--- src/rtl/elevator_scheduler.sv ---
// SCAN-style elevator car scheduler: latches floor calls, runs car motion and
// door dwell from a shared down-counter, and presents the next stop one-hot.
module elevator_scheduler #(
  parameter int NUM_FLOORS    = 8,
  parameter int TRAVEL_CYCLES = 50000000,
  parameter int DOOR_CYCLES   = 100000000,
  parameter int FLOOR_W       = $clog2(NUM_FLOORS)
) (
  input  logic                  clk,
  input  logic                  nrst,
  input  logic [NUM_FLOORS-1:0] call_req,
  input  logic                  door_hold,
  output logic [FLOOR_W-1:0]    current_floor,
  output logic [NUM_FLOORS-1:0] destination,
  output logic [1:0]            sim_state,
  output logic [NUM_FLOORS-1:0] pending,
  output logic                  arrive
);

  localparam int MAX_CYC = (TRAVEL_CYCLES > DOOR_CYCLES) ? TRAVEL_CYCLES : DOOR_CYCLES;
  localparam int TIMER_W = $clog2(MAX_CYC + 1);
  localparam logic [TIMER_W-1:0] TRAVEL_LOAD = TIMER_W'(TRAVEL_CYCLES - 1);
  localparam logic [TIMER_W-1:0] DOOR_LOAD   = TIMER_W'(DOOR_CYCLES - 1);
  localparam logic [FLOOR_W-1:0] TOP_FLOOR   = FLOOR_W'(NUM_FLOORS - 1);

  typedef enum logic [1:0] {
    S_IDLE = 2'b00,
    S_UP   = 2'b01,
    S_DOWN = 2'b10,
    S_DOOR = 2'b11
  } state_t;

  state_t                  state_q, state_d;
  logic [FLOOR_W-1:0]      floor_q, floor_d;
  logic [NUM_FLOORS-1:0]   pending_q, pending_d;
  logic [TIMER_W-1:0]      timer_q, timer_d;
  logic                    dir_up_q, dir_up_d;
  logic                    arrive_q, arrive_d;

  logic                    above, below;
  logic [NUM_FLOORS-1:0]   cur_onehot, up_sel, dn_sel;
  logic [FLOOR_W-1:0]      step_floor;
  logic [NUM_FLOORS-1:0]   step_onehot;
  logic                    here_call;

  // Request summary relative to the car, plus nearest stop on each side.
  always_comb begin
    above  = 1'b0;
    below  = 1'b0;
    up_sel = '0;
    dn_sel = '0;
    cur_onehot = '0;
    cur_onehot[floor_q] = 1'b1;
    for (int i = NUM_FLOORS - 1; i >= 0; i--) begin
      if (pending_q[i] && (i > int'(floor_q))) begin
        above  = 1'b1;
        up_sel = '0;
        up_sel[i] = 1'b1;
      end
    end
    for (int i = 0; i < NUM_FLOORS; i++) begin
      if (pending_q[i] && (i < int'(floor_q))) begin
        below  = 1'b1;
        dn_sel = '0;
        dn_sel[i] = 1'b1;
      end
    end
  end

  always_comb begin
    destination = cur_onehot;
    if (state_q == S_UP && above) begin
      destination = up_sel;
    end else if (state_q == S_DOWN && below) begin
      destination = dn_sel;
    end
  end

  // Floor the car reaches when the travel timer expires; clamped at the shaft ends.
  always_comb begin
    step_floor = floor_q;
    if (state_q == S_UP && floor_q != TOP_FLOOR) begin
      step_floor = floor_q + FLOOR_W'(1);
    end else if (state_q == S_DOWN && floor_q != '0) begin
      step_floor = floor_q - FLOOR_W'(1);
    end
    step_onehot = '0;
    step_onehot[step_floor] = 1'b1;
  end

  assign here_call = call_req[floor_q];

  always_comb begin
    state_d   = state_q;
    floor_d   = floor_q;
    pending_d = pending_q | call_req;
    timer_d   = timer_q;
    dir_up_d  = dir_up_q;
    arrive_d  = 1'b0;

    case (state_q)
      S_IDLE: begin
        pending_d = pending_q | (call_req & ~cur_onehot);
        if (here_call) begin
          state_d  = S_DOOR;
          timer_d  = DOOR_LOAD;
          arrive_d = 1'b1;
        end else if (above && (dir_up_q || !below)) begin
          state_d  = S_UP;
          dir_up_d = 1'b1;
          timer_d  = TRAVEL_LOAD;
        end else if (below) begin
          state_d  = S_DOWN;
          dir_up_d = 1'b0;
          timer_d  = TRAVEL_LOAD;
        end
      end

      S_UP, S_DOWN: begin
        if (timer_q != '0) begin
          timer_d = timer_q - TIMER_W'(1);
        end else begin
          floor_d = step_floor;
          // A call for the arrival floor in the arrival cycle is absorbed by this stop.
          if (pending_q[step_floor] || call_req[step_floor]) begin
            pending_d = (pending_q | call_req) & ~step_onehot;
            state_d   = S_DOOR;
            timer_d   = DOOR_LOAD;
            arrive_d  = 1'b1;
          end else begin
            timer_d = TRAVEL_LOAD;
          end
        end
      end

      S_DOOR: begin
        pending_d = pending_q | (call_req & ~cur_onehot);
        if (door_hold || here_call) begin
          timer_d = DOOR_LOAD;
        end else if (timer_q != '0) begin
          timer_d = timer_q - TIMER_W'(1);
        end else if (dir_up_q && above) begin
          state_d = S_UP;
          timer_d = TRAVEL_LOAD;
        end else if (!dir_up_q && below) begin
          state_d = S_DOWN;
          timer_d = TRAVEL_LOAD;
        end else if (below) begin
          state_d  = S_DOWN;
          dir_up_d = 1'b0;
          timer_d  = TRAVEL_LOAD;
        end else if (above) begin
          state_d  = S_UP;
          dir_up_d = 1'b1;
          timer_d  = TRAVEL_LOAD;
        end else begin
          state_d = S_IDLE;
        end
      end

      default: state_d = S_IDLE;
    endcase
  end

  always_ff @(posedge clk or negedge nrst) begin
    if (!nrst) begin
      state_q   <= S_IDLE;
      floor_q   <= '0;
      pending_q <= '0;
      timer_q   <= '0;
      dir_up_q  <= 1'b1;
      arrive_q  <= 1'b0;
    end else begin
      state_q   <= state_d;
      floor_q   <= floor_d;
      pending_q <= pending_d;
      timer_q   <= timer_d;
      dir_up_q  <= dir_up_d;
      arrive_q  <= arrive_d;
    end
  end

  assign current_floor = floor_q;
  assign sim_state     = state_q;
  assign pending       = pending_q;
  assign arrive        = arrive_q;

endmodule

--- config.mk ---
export PLATFORM = sky130hd
export DESIGN_NAME = elevator_scheduler
export DESIGN_NICKNAME = d
export VERILOG_FILES = /design/src/rtl/elevator_scheduler.sv
export SDC_FILE = /design/constraint.sdc
export NUM_CORES = 1
export LEC_CHECK = 0
export ABC_AREA = 1
export CAP_MARGIN = 25
export CORE_ASPECT_RATIO = 1.2
export CORE_MARGIN = 10
export CORE_UTILIZATION = 59
export DETAILED_ROUTE_END_ITERATION = 8
export PLACE_DENSITY = 0.81
export SLEW_MARGIN = 20
export SYNTH_ARGS = -nofsm -noshare
export SYNTH_HDL_FRONTEND = slang
export SYNTH_SLANG_ARGS = --single-unit
--- constraint.sdc ---
create_clock -name clk -period 3.1 [get_ports clk]
set_input_delay 0.31 -clock clk [delete_from_list [all_inputs] [get_ports clk]]
set_output_delay 0.31 -clock clk [all_outputs]
set_load 0.02 [all_outputs]
### After elaboration in Yosys (flattened, before gate mapping)

Cells that the tools add are included.

* $add $sub $neg: 3
* $mul: 0
* div/mod/pow operators: 0
* $lt $le $gt $ge: 18
* eq/ne operators: 15
* shift-type cells: 0
* multiplexer cells: 83
* bitwise logic cells: 7
* reductions and logical operators: 38

Operators with widths (number)
* $mux 27: 11
* $mux 8: 17
* $pmux 27 s3: 1
* $mux 1: 33
* $reduce_bool 27->1: 1
* $sub 27x1->27 const B: 1
* $logic_and 1x1->1: 23
* $mux 2: 10
* $and 8x8->8: 2
* $not 8->8: 2
* $or 8x8->8: 2
* $pmux 8 s2: 1
* $ne 2x2->1 const B: 7
* $gt 3x3->1 const A: 4
* $bmux 1 s3: 3
* $lt 3x3->1 const A: 3
* $ne 3x3->1 const B: 3
* $lt 3x4->1 const B: 2
* $reduce_and 8->1: 1
* $ne 7x7->1 const B: 1
* $demux 1 s3: 2
* $ge 3x1->1 const B: 2
* $gt 2x3->1 const A: 2
* $lt 1x3->1 const A: 2
* other kinds (19): 28

* register bits after elaboration: 42
* latch bits: 0
* bits in writable memories: 0
* bits in read-only memories: 0
* input bits: 11
* output and inout port bits: 22
* logic and storage cells: 170
* memories kept: 0

### Longest topological paths before layout

Gate-level depths: netlist of the first run.

* word-level depth: 16
* mapped depth: 19
* depth with buffers taken out: 18

### Worst setup path before layout of the first run

No wires, ideal clock.

* path kind: register to output
* start point: register floor_q[1], in the netlist current_floor[1]
* end point: output destination[5]
* arrival: 2.238 ns
* data required time: 2.790 ns
* path slack: 0.552 ns
* cell stages (with the launch flop): 13
* path buffers: 1
* path through: dfrtp_1 > buf_6 > inv_1 > ha_1 > nand2_1 > nand3_2 > nand2_1 > nor2_2 > nand2_4 > nand2_1 > nor2_1 > nand3_1 > o21ai_0

* word-level cells in the longest chain between the ends: 12
* elaborated cells between the ends (all ways): 62
* those cells by class: 16 x order compare; 29 x mux; 17 x reduce/logical

Ends and longest elaborated chain
* start, declared: RTL line 34 `logic [FLOOR_W-1:0] floor_q, floor_d;`
* start signal, assigned: RTL line 175 `floor_q <= floor_d;`
* $lt 1x3->1: RTL line 62 `if (pending_q[i] && (i < int'(floor_q))) begin`
* $logic_and 1x1->1: RTL line 62
* $mux 1 (7 in series): RTL line 62
* $logic_and 1x1->1: RTL line 74 `end else if (state_q == S_DOWN && below) begin`
* $mux 8: RTL line 74
* $mux 8 *: RTL line 72 `if (state_q == S_UP && above) begin`
* end, declared: RTL line 14 `output logic [NUM_FLOORS-1:0] destination,`

Mark *: on every way between the ends. The rest lies on a longest branch, timed or not.

### Worst setup path after layout of the first run

* start point: register floor_q[1], in the netlist current_floor[1]
* end point: output destination[6]

The elaborated chain is that of the path after synthesis.

==> flow_summary.toml, run 1 <==
[layout]
multi_input_area_um2 = 2561
drive_gt1_share_pct = 16.54
final_cells = 720
diodes = 0
area.growth.synth_to_final_pct = 15.86
fin_nets = 654
final-seq-area_um2 = 1056
fillers = 578

[clock_tree]
cts_tree = "done"
clockBufferDepth = 2
ctsRootBufferMaster = "clkbuf_8"
cts_hold_buf = 0
htree_levels = 2
cts_made_buffers = 5
clk_latency_ns = 0.30
path_clk_slew_ns = 0.09
clock-sinks = 42

[timing]
finClkSkew_ns = 0.01103
drv_slew = 0
worstMarginPinSlew_ns = 0.5850
finalHoldViolations = 16
holdWs_ns = -0.01933
layout_min_cycle_time_ns = 2.855
slew_headroom_pct = 60.88
fin_setup_tns_ns = 0
rsz0062_at_grt = "false"
setup_violations = 0
fmax_ghz = 0.3502
fin_crit_sh_pct = 92.11

[critical_path]
crit_fanout = 8
cpMaxStageDelayCell = "dfrtp_2"
cpPeakStageDelay_ns = 0.47
worstPathArrival_ns = 2.55
r2r_slack_ns = 0.48
cp_top_family = "simple AND/OR/NAND/NOR gates"
crit_buf_inv = 5
cp-start-kind = "flip-flop"
worstPathCellList = "buf_4 -> nand2_2 -> inv_2 -> nand2_1 -> nor2_1 -> nor2_2 -> inv_2 -> nor2_8 -> nor2_4 -> inv_1 -> o21ai_0 -> nand3_1 -> o21ai_0 -> dlygate4sd2_1"
crit_required_ns = 2.79
crit_type = "flip-flop to output pin"
critical_path.endpoint_type = "output pin"

[floorplanning]
die_h_um = 109.3
dieArea_um2 = 10320
ios = 33
rows = 32
coreArea_um2 = 6446
initial_core_util_pct = 60.81
die_w_um = 94.41

[global_route]
grt_pass1_wl_um = 18990
grt_max_degree = 43
grt_pass1_vias = 3958
grt_antenna_before_repair = 0
grt_usage_pct = 22.96
grt-ovfl-total = 0

[detailed_routing]
route.met3.wl_um = 828
drt_iter0_drc = 270
drc = 0
vias = 4139
dr.pass1.iters = 5
finalWirelength_um = 11760
wl_met2_um = 5830
top_layer = "met4"
wl_per_cell_um = 16.33
routed_via_density = 5.749
met1_length_um = 4358
antenna_left = 0

[pwr]
power_density_nw_per_um2 = 208.4
vdd_drop_max_v = 0.0002259
power_mw = 0.9464
leakage_nw = 2.286

[synth]
synth_area_um2 = 3920
synth_area_per_cell_um2 = 6.712
synth.area.top_cells = "dfrtp_1 (26%), nand2_1 (15%), nor2_1 (5.9%), nand3_1 (5.9%), inv_1 (5.5%)"
syn_inst = 584
synthDominantCellAreaShare_pct = 26.17
yosysSeqAreaShare_pct = 26.84
ys_types = 49
synth_top_area_cell = "dfrtp_1"
syn_nets = 604
synth_edf_count = 0
yosysWarnings = 0
synth_seq_cells = 42
async_reset_ff_share_pct = 100.0
synth_ff_type = "dfrtp_1"

[placed_design]
dpl.cell_count = 704
gp_congestion = 0.9943
port_buffers = 32
dp_hpwl_um = 9235

[run_status]
status = "complete, but fails checks"
failed_checks = "negative hold slack"

[worst_hold_path]
hold_class = "input port to async pin"

[job]
drv_cap = 0
## layout make-up
cell class / count / share of cell area (%)
Timing Repair Buffer: 51 / 10.72
Clock buffer: 8 / 1.763
Inverter: 67 / 5.537
Multi-Input combinational cell: 467 / 56.39
Sequential cell: 42 / 23.25
Tap cell: 85 / 2.342
## sequential cells by signal, summed over array words and instances (netlist names)
register,count
arrive,1
current_floor,3
dir_up_q,1
pending,8
sim_state,2
timer_q,27
## cell usage in the layout (no fill, tap or decap), types with 6 or more instances in the layout
| master | count |
|---|---|
| nand2_2 | 13 |
| clkdlybuf4s50_1 | 23 |
| nand2_1 | 161 |
| nor2_4 | 8 |
| nand3_1 | 46 |
| inv_2 | 9 |
| buf_4 | 18 |
| ha_1 | 9 |
| nor2_1 | 61 |
| nand2_4 | 8 |
| nor3_1 | 6 |
| nor2_2 | 12 |
| nand4_1 | 9 |
| a21oi_2 | 7 |
| a21oi_1 | 33 |
| dfrtp_1 | 38 |
| inv_1 | 57 |
| xor2_1 | 15 |
| o21ai_0 | 24 |
## cells in the mapped netlist (2+ instances only)
cell type / number
a21oi_1: 33
a21oi_2: 7
a22oi_1: 2
a22oi_2: 3
a31oi_1: 5
a41oi_1: 3
and2_1: 2
and3_1: 2
buf_2: 2
buf_6: 2
clkbuf_1: 2
dfrtp_1: 41
ha_1: 9
inv_1: 57
inv_2: 9
nand2_1: 161
nand2_2: 13
nand2_4: 8
nand3_1: 46
nand3_2: 3
nand3_4: 3
nand3b_1: 4
nand4_1: 9
nor2_1: 62
nor2_2: 11
nor2_4: 8
nor3_1: 6
nor4_1: 3
o211ai_1: 2
o21ai_0: 25
o21ai_1: 5
o22ai_1: 3
or2_2: 3
xor2_1: 15
## kinds of logic after synthesis
family,Yosys count,share of synthesized area [%]
adder cells (fa/ha/maj),9,2.873
flip-flops,42,26.84
buffers and inverters,75,8.139
AO/OA/AOI/OAI,95,14.87
AND/OR/NAND/NOR,347,43.70
XOR/XNOR,16,3.575
## routing by layer
metal / global-route usage (%) / vias to the layer above
met5: 0 / -
met4: 16.20 / 0
met3: 3.547 / 62
met2: 40.08 / 185
met1: 24.82 / 1874
li1: - / 2018
## worst paths after layout
kind	startpoint	to	cells past startpoint
worst max-delay path	current_floor[1]	destination[6]	14
worst min-delay path	nrst	timer_q[1]	1
worst max register to register	current_floor[1]	timer_q[19]	14
worst min register to register	dir_up_q	dir_up_q	2
max in group asynchronous	nrst	dir_up_q	2
min in group clk	dir_up_q	dir_up_q	2
## metrics by stage
| step | instance area (µm²) | utilization (%) | setup slack [ns] |
|---|---|---|---|
| floorplan | 3920 | - | 0.5524 |
| global placement | 4357 | 67.59 | 0.1570 |
| detailed placement | 4357 | 67.59 | 0.09397 |
| CTS | 4459 | 69.18 | 0.005319 |
| global route | 4542 | 70.46 | 0.09678 |
| finish | 4542 | 70.46 | 0.2447 |
## repair_timing
action,CTS,global route
resized for setup,7,8
buffers inserted,3,4
endpoints found under the setup margin,8,5
cloned,0,0
## power breakdown
| part | switching [mW] | total [mW] | internal, mW |
|---|---|---|---|
| Combinational | 0.0264 | 0.0451 | 0.0187 |
| Sequential | 0.000000000000000676 | 0.547 | 0.547 |
| Clock | 0.194 | 0.354 | 0.160 |
No activity file was read; power rests on OpenSTA's default activity.
==> run 2, diff against run 1 <==
Clock period 3.1 ns to 3 ns, I/O delays scaled along.
==> run 2 against run 1 <==
The flow now finishes without violations. Critical path depth shrank 3. Worst setup slack lost 0.0068 ns. Global-route usage grew 0.32 points. Combinational power grew 4%. Worst hold slack gained 0.50 ns. Clock skew shrank 0.0029 ns. Routed wire length grew 1.3%. Clock-buffer cell count shrank 1. Non-clock buffer count is the same. Flip-flop and latch count is the same. Clock power grew 9.3%. Core utilization shrank 0.097 points. Critical endpoint unchanged. Largest power group unchanged.
==> flow_summary.toml, run 2 (synthesized netlist as in run 1, its figures left out) <==
[floorplanning]
die_h_um = 109.3
die_w_um = 94.41
dieArea_um2 = 10320
initial_core_util_pct = 60.81
coreArea_um2 = 6446
rows = 32
ios = 33

[layout]
regMostFlops = "timer_q"
fin_area_um2 = 4536
multi_input_area_um2 = 2560
fin_nets = 654
drive_gt1_share_pct = 16.38
layout_common_cells = "nand2_1 (161), nor2_1 (62), inv_1 (57)"
area.growth.synth_to_final_pct = 15.70
fillers = 607
largest_reg_flops = 27
final-seq-area_um2 = 1056
diodes = 0
layout_commonest_cell = "nand2_1"
final_core_util_pct = 70.36

[critical_path]
crit_type = "flip-flop to output pin"
r2r-start = "current_floor[1]"
crit_fanout = 8
cp-start-kind = "flip-flop"
crit_required_ns = 2.70
crit_start = "current_floor[2]"
worstPathArrival_ns = 2.46
ff2ff_path_depth = 14
critical_path.endpoint_type = "output pin"
r2r-end = "timer_q[12]"
r2r_slack_ns = 0.36

[timing]
layout_min_cycle_time_ns = 2.762
setup_violations = 0
slew_headroom_pct = 57.47
fin_setup_tns_ns = 0
fin_crit_sh_pct = 92.07
rsz0062_at_grt = "false"
drv_slew = 0
worstMarginPinSlew_ns = 0.6321
postLayoutSetupSlackWorst_ns = 0.2379
fmax_ghz = 0.3620
finalHoldViolations = 0
finClkSkew_ns = 0.008166

[pwr]
power_mw = 0.9996
leakage_nw = 2.246
vdd_drop_max_v = 0.0002610
power_density_nw_per_um2 = 220.4

[run_status]
status = "complete, no violations"

[placed_design]
port_buffers = 32
place_ws_ns = 0.1547
dp_hpwl_um = 9487
dpl-instance-area_um2 = 4379
gp_congestion = 0.9730

[clock_tree]
clockBufferDepth = 2
ctsRootBufferMaster = "clkbuf_8"
path_clk_slew_ns = 0.09
htree_levels = 2
cts_tree = "done"
cts_made_buffers = 5
clk_latency_ns = 0.30
clock-sinks = 42

[job]
drv_cap = 0

[detailed_routing]
antenna_left = 0
dr.pass1.iters = 5
wl_per_cell_um = 16.54
drc = 0
routed_via_density = 5.633
drt_iter0_drc = 284
vias = 4056
finalWirelength_um = 11910

[global_route]
grt_antenna_before_repair = 0
grt_pass1_vias = 3985
grt-ovfl-total = 0
grt_max_degree = 43
grt_pass1_wl_um = 19330
grt_usage_pct = 23.29

[worst_hold_path]
hold_class = "input port to async pin"
run 2: timing repair:
action,in CTS,in global routing
endpoints found under the setup margin,8,4
setup buffers,2,1
endpoints found under the hold margin,0,15
resized for setup,10,4
hold buffers,0,1
run 2: how the worst max path moves through the flow:
stage                          end  slack, ns  cells after the start
CTS                 destination[7]      0.001                     12
floorplan           destination[5]       0.46                     12
global placement    destination[4]       0.20                     11
global route        destination[5]       0.03                     12
detailed placement  destination[2]       0.15                     12
finish              destination[6]       0.24                     11
run 2: per-layer routing:
layer | track usage (%) | wire length (µm)
met5 | 0 | 0
met4 | 14.89 | 723
met3 | 3.411 | 636
met2 | 40.91 | 5910
met1 | 25.64 | 4641
run 2: power by group:
group | internal [mW] | total (mW) | switching, mW
logic | 0.0191 | 0.0469 | 0.0278
registers | 0.566 | 0.566 | 0.000000000000000649
clock network | 0.186 | 0.387 | 0.201
run 2: area by class of cell:
type / count / area share, %
repair buffers: 51 / 10.37
flip-flops and latches: 42 / 23.28
multi-input cells: 467 / 56.44
inverters: 67 / 5.545
clock buffers: 7 / 1.903
clock inverters: 1 / 0.1103
well taps: 85 / 2.345
run 2: worst max-delay path, stage by stage (launching register included):
cell and delay (ns):
dfrtp_2 0.48, buf_4 0.19, nor2_4 0.12, nand2_1 0.12
nand2_1 0.13, nand3_4 0.10, nor2_8 0.17, nor2_4 0.07
o21ai_1 0.20, nand3_1 0.13, o21ai_0 0.09, dlygate4sd2_1 0.35
run 2: through the flow:
| step | hold slack [ns] | std cells |
|---|---|---|
| 6_report | 0.4828 | 720 |
| 5_1_grt | 0.4922 | 720 |
| 4_1_cts | 0.1819 | 717 |
| 3_5_place_dp | 0.4896 | 707 |
| 3_3_place_gp | 0.4875 | 707 |
| 2_1_floorplan | 0.004409 | 584 |
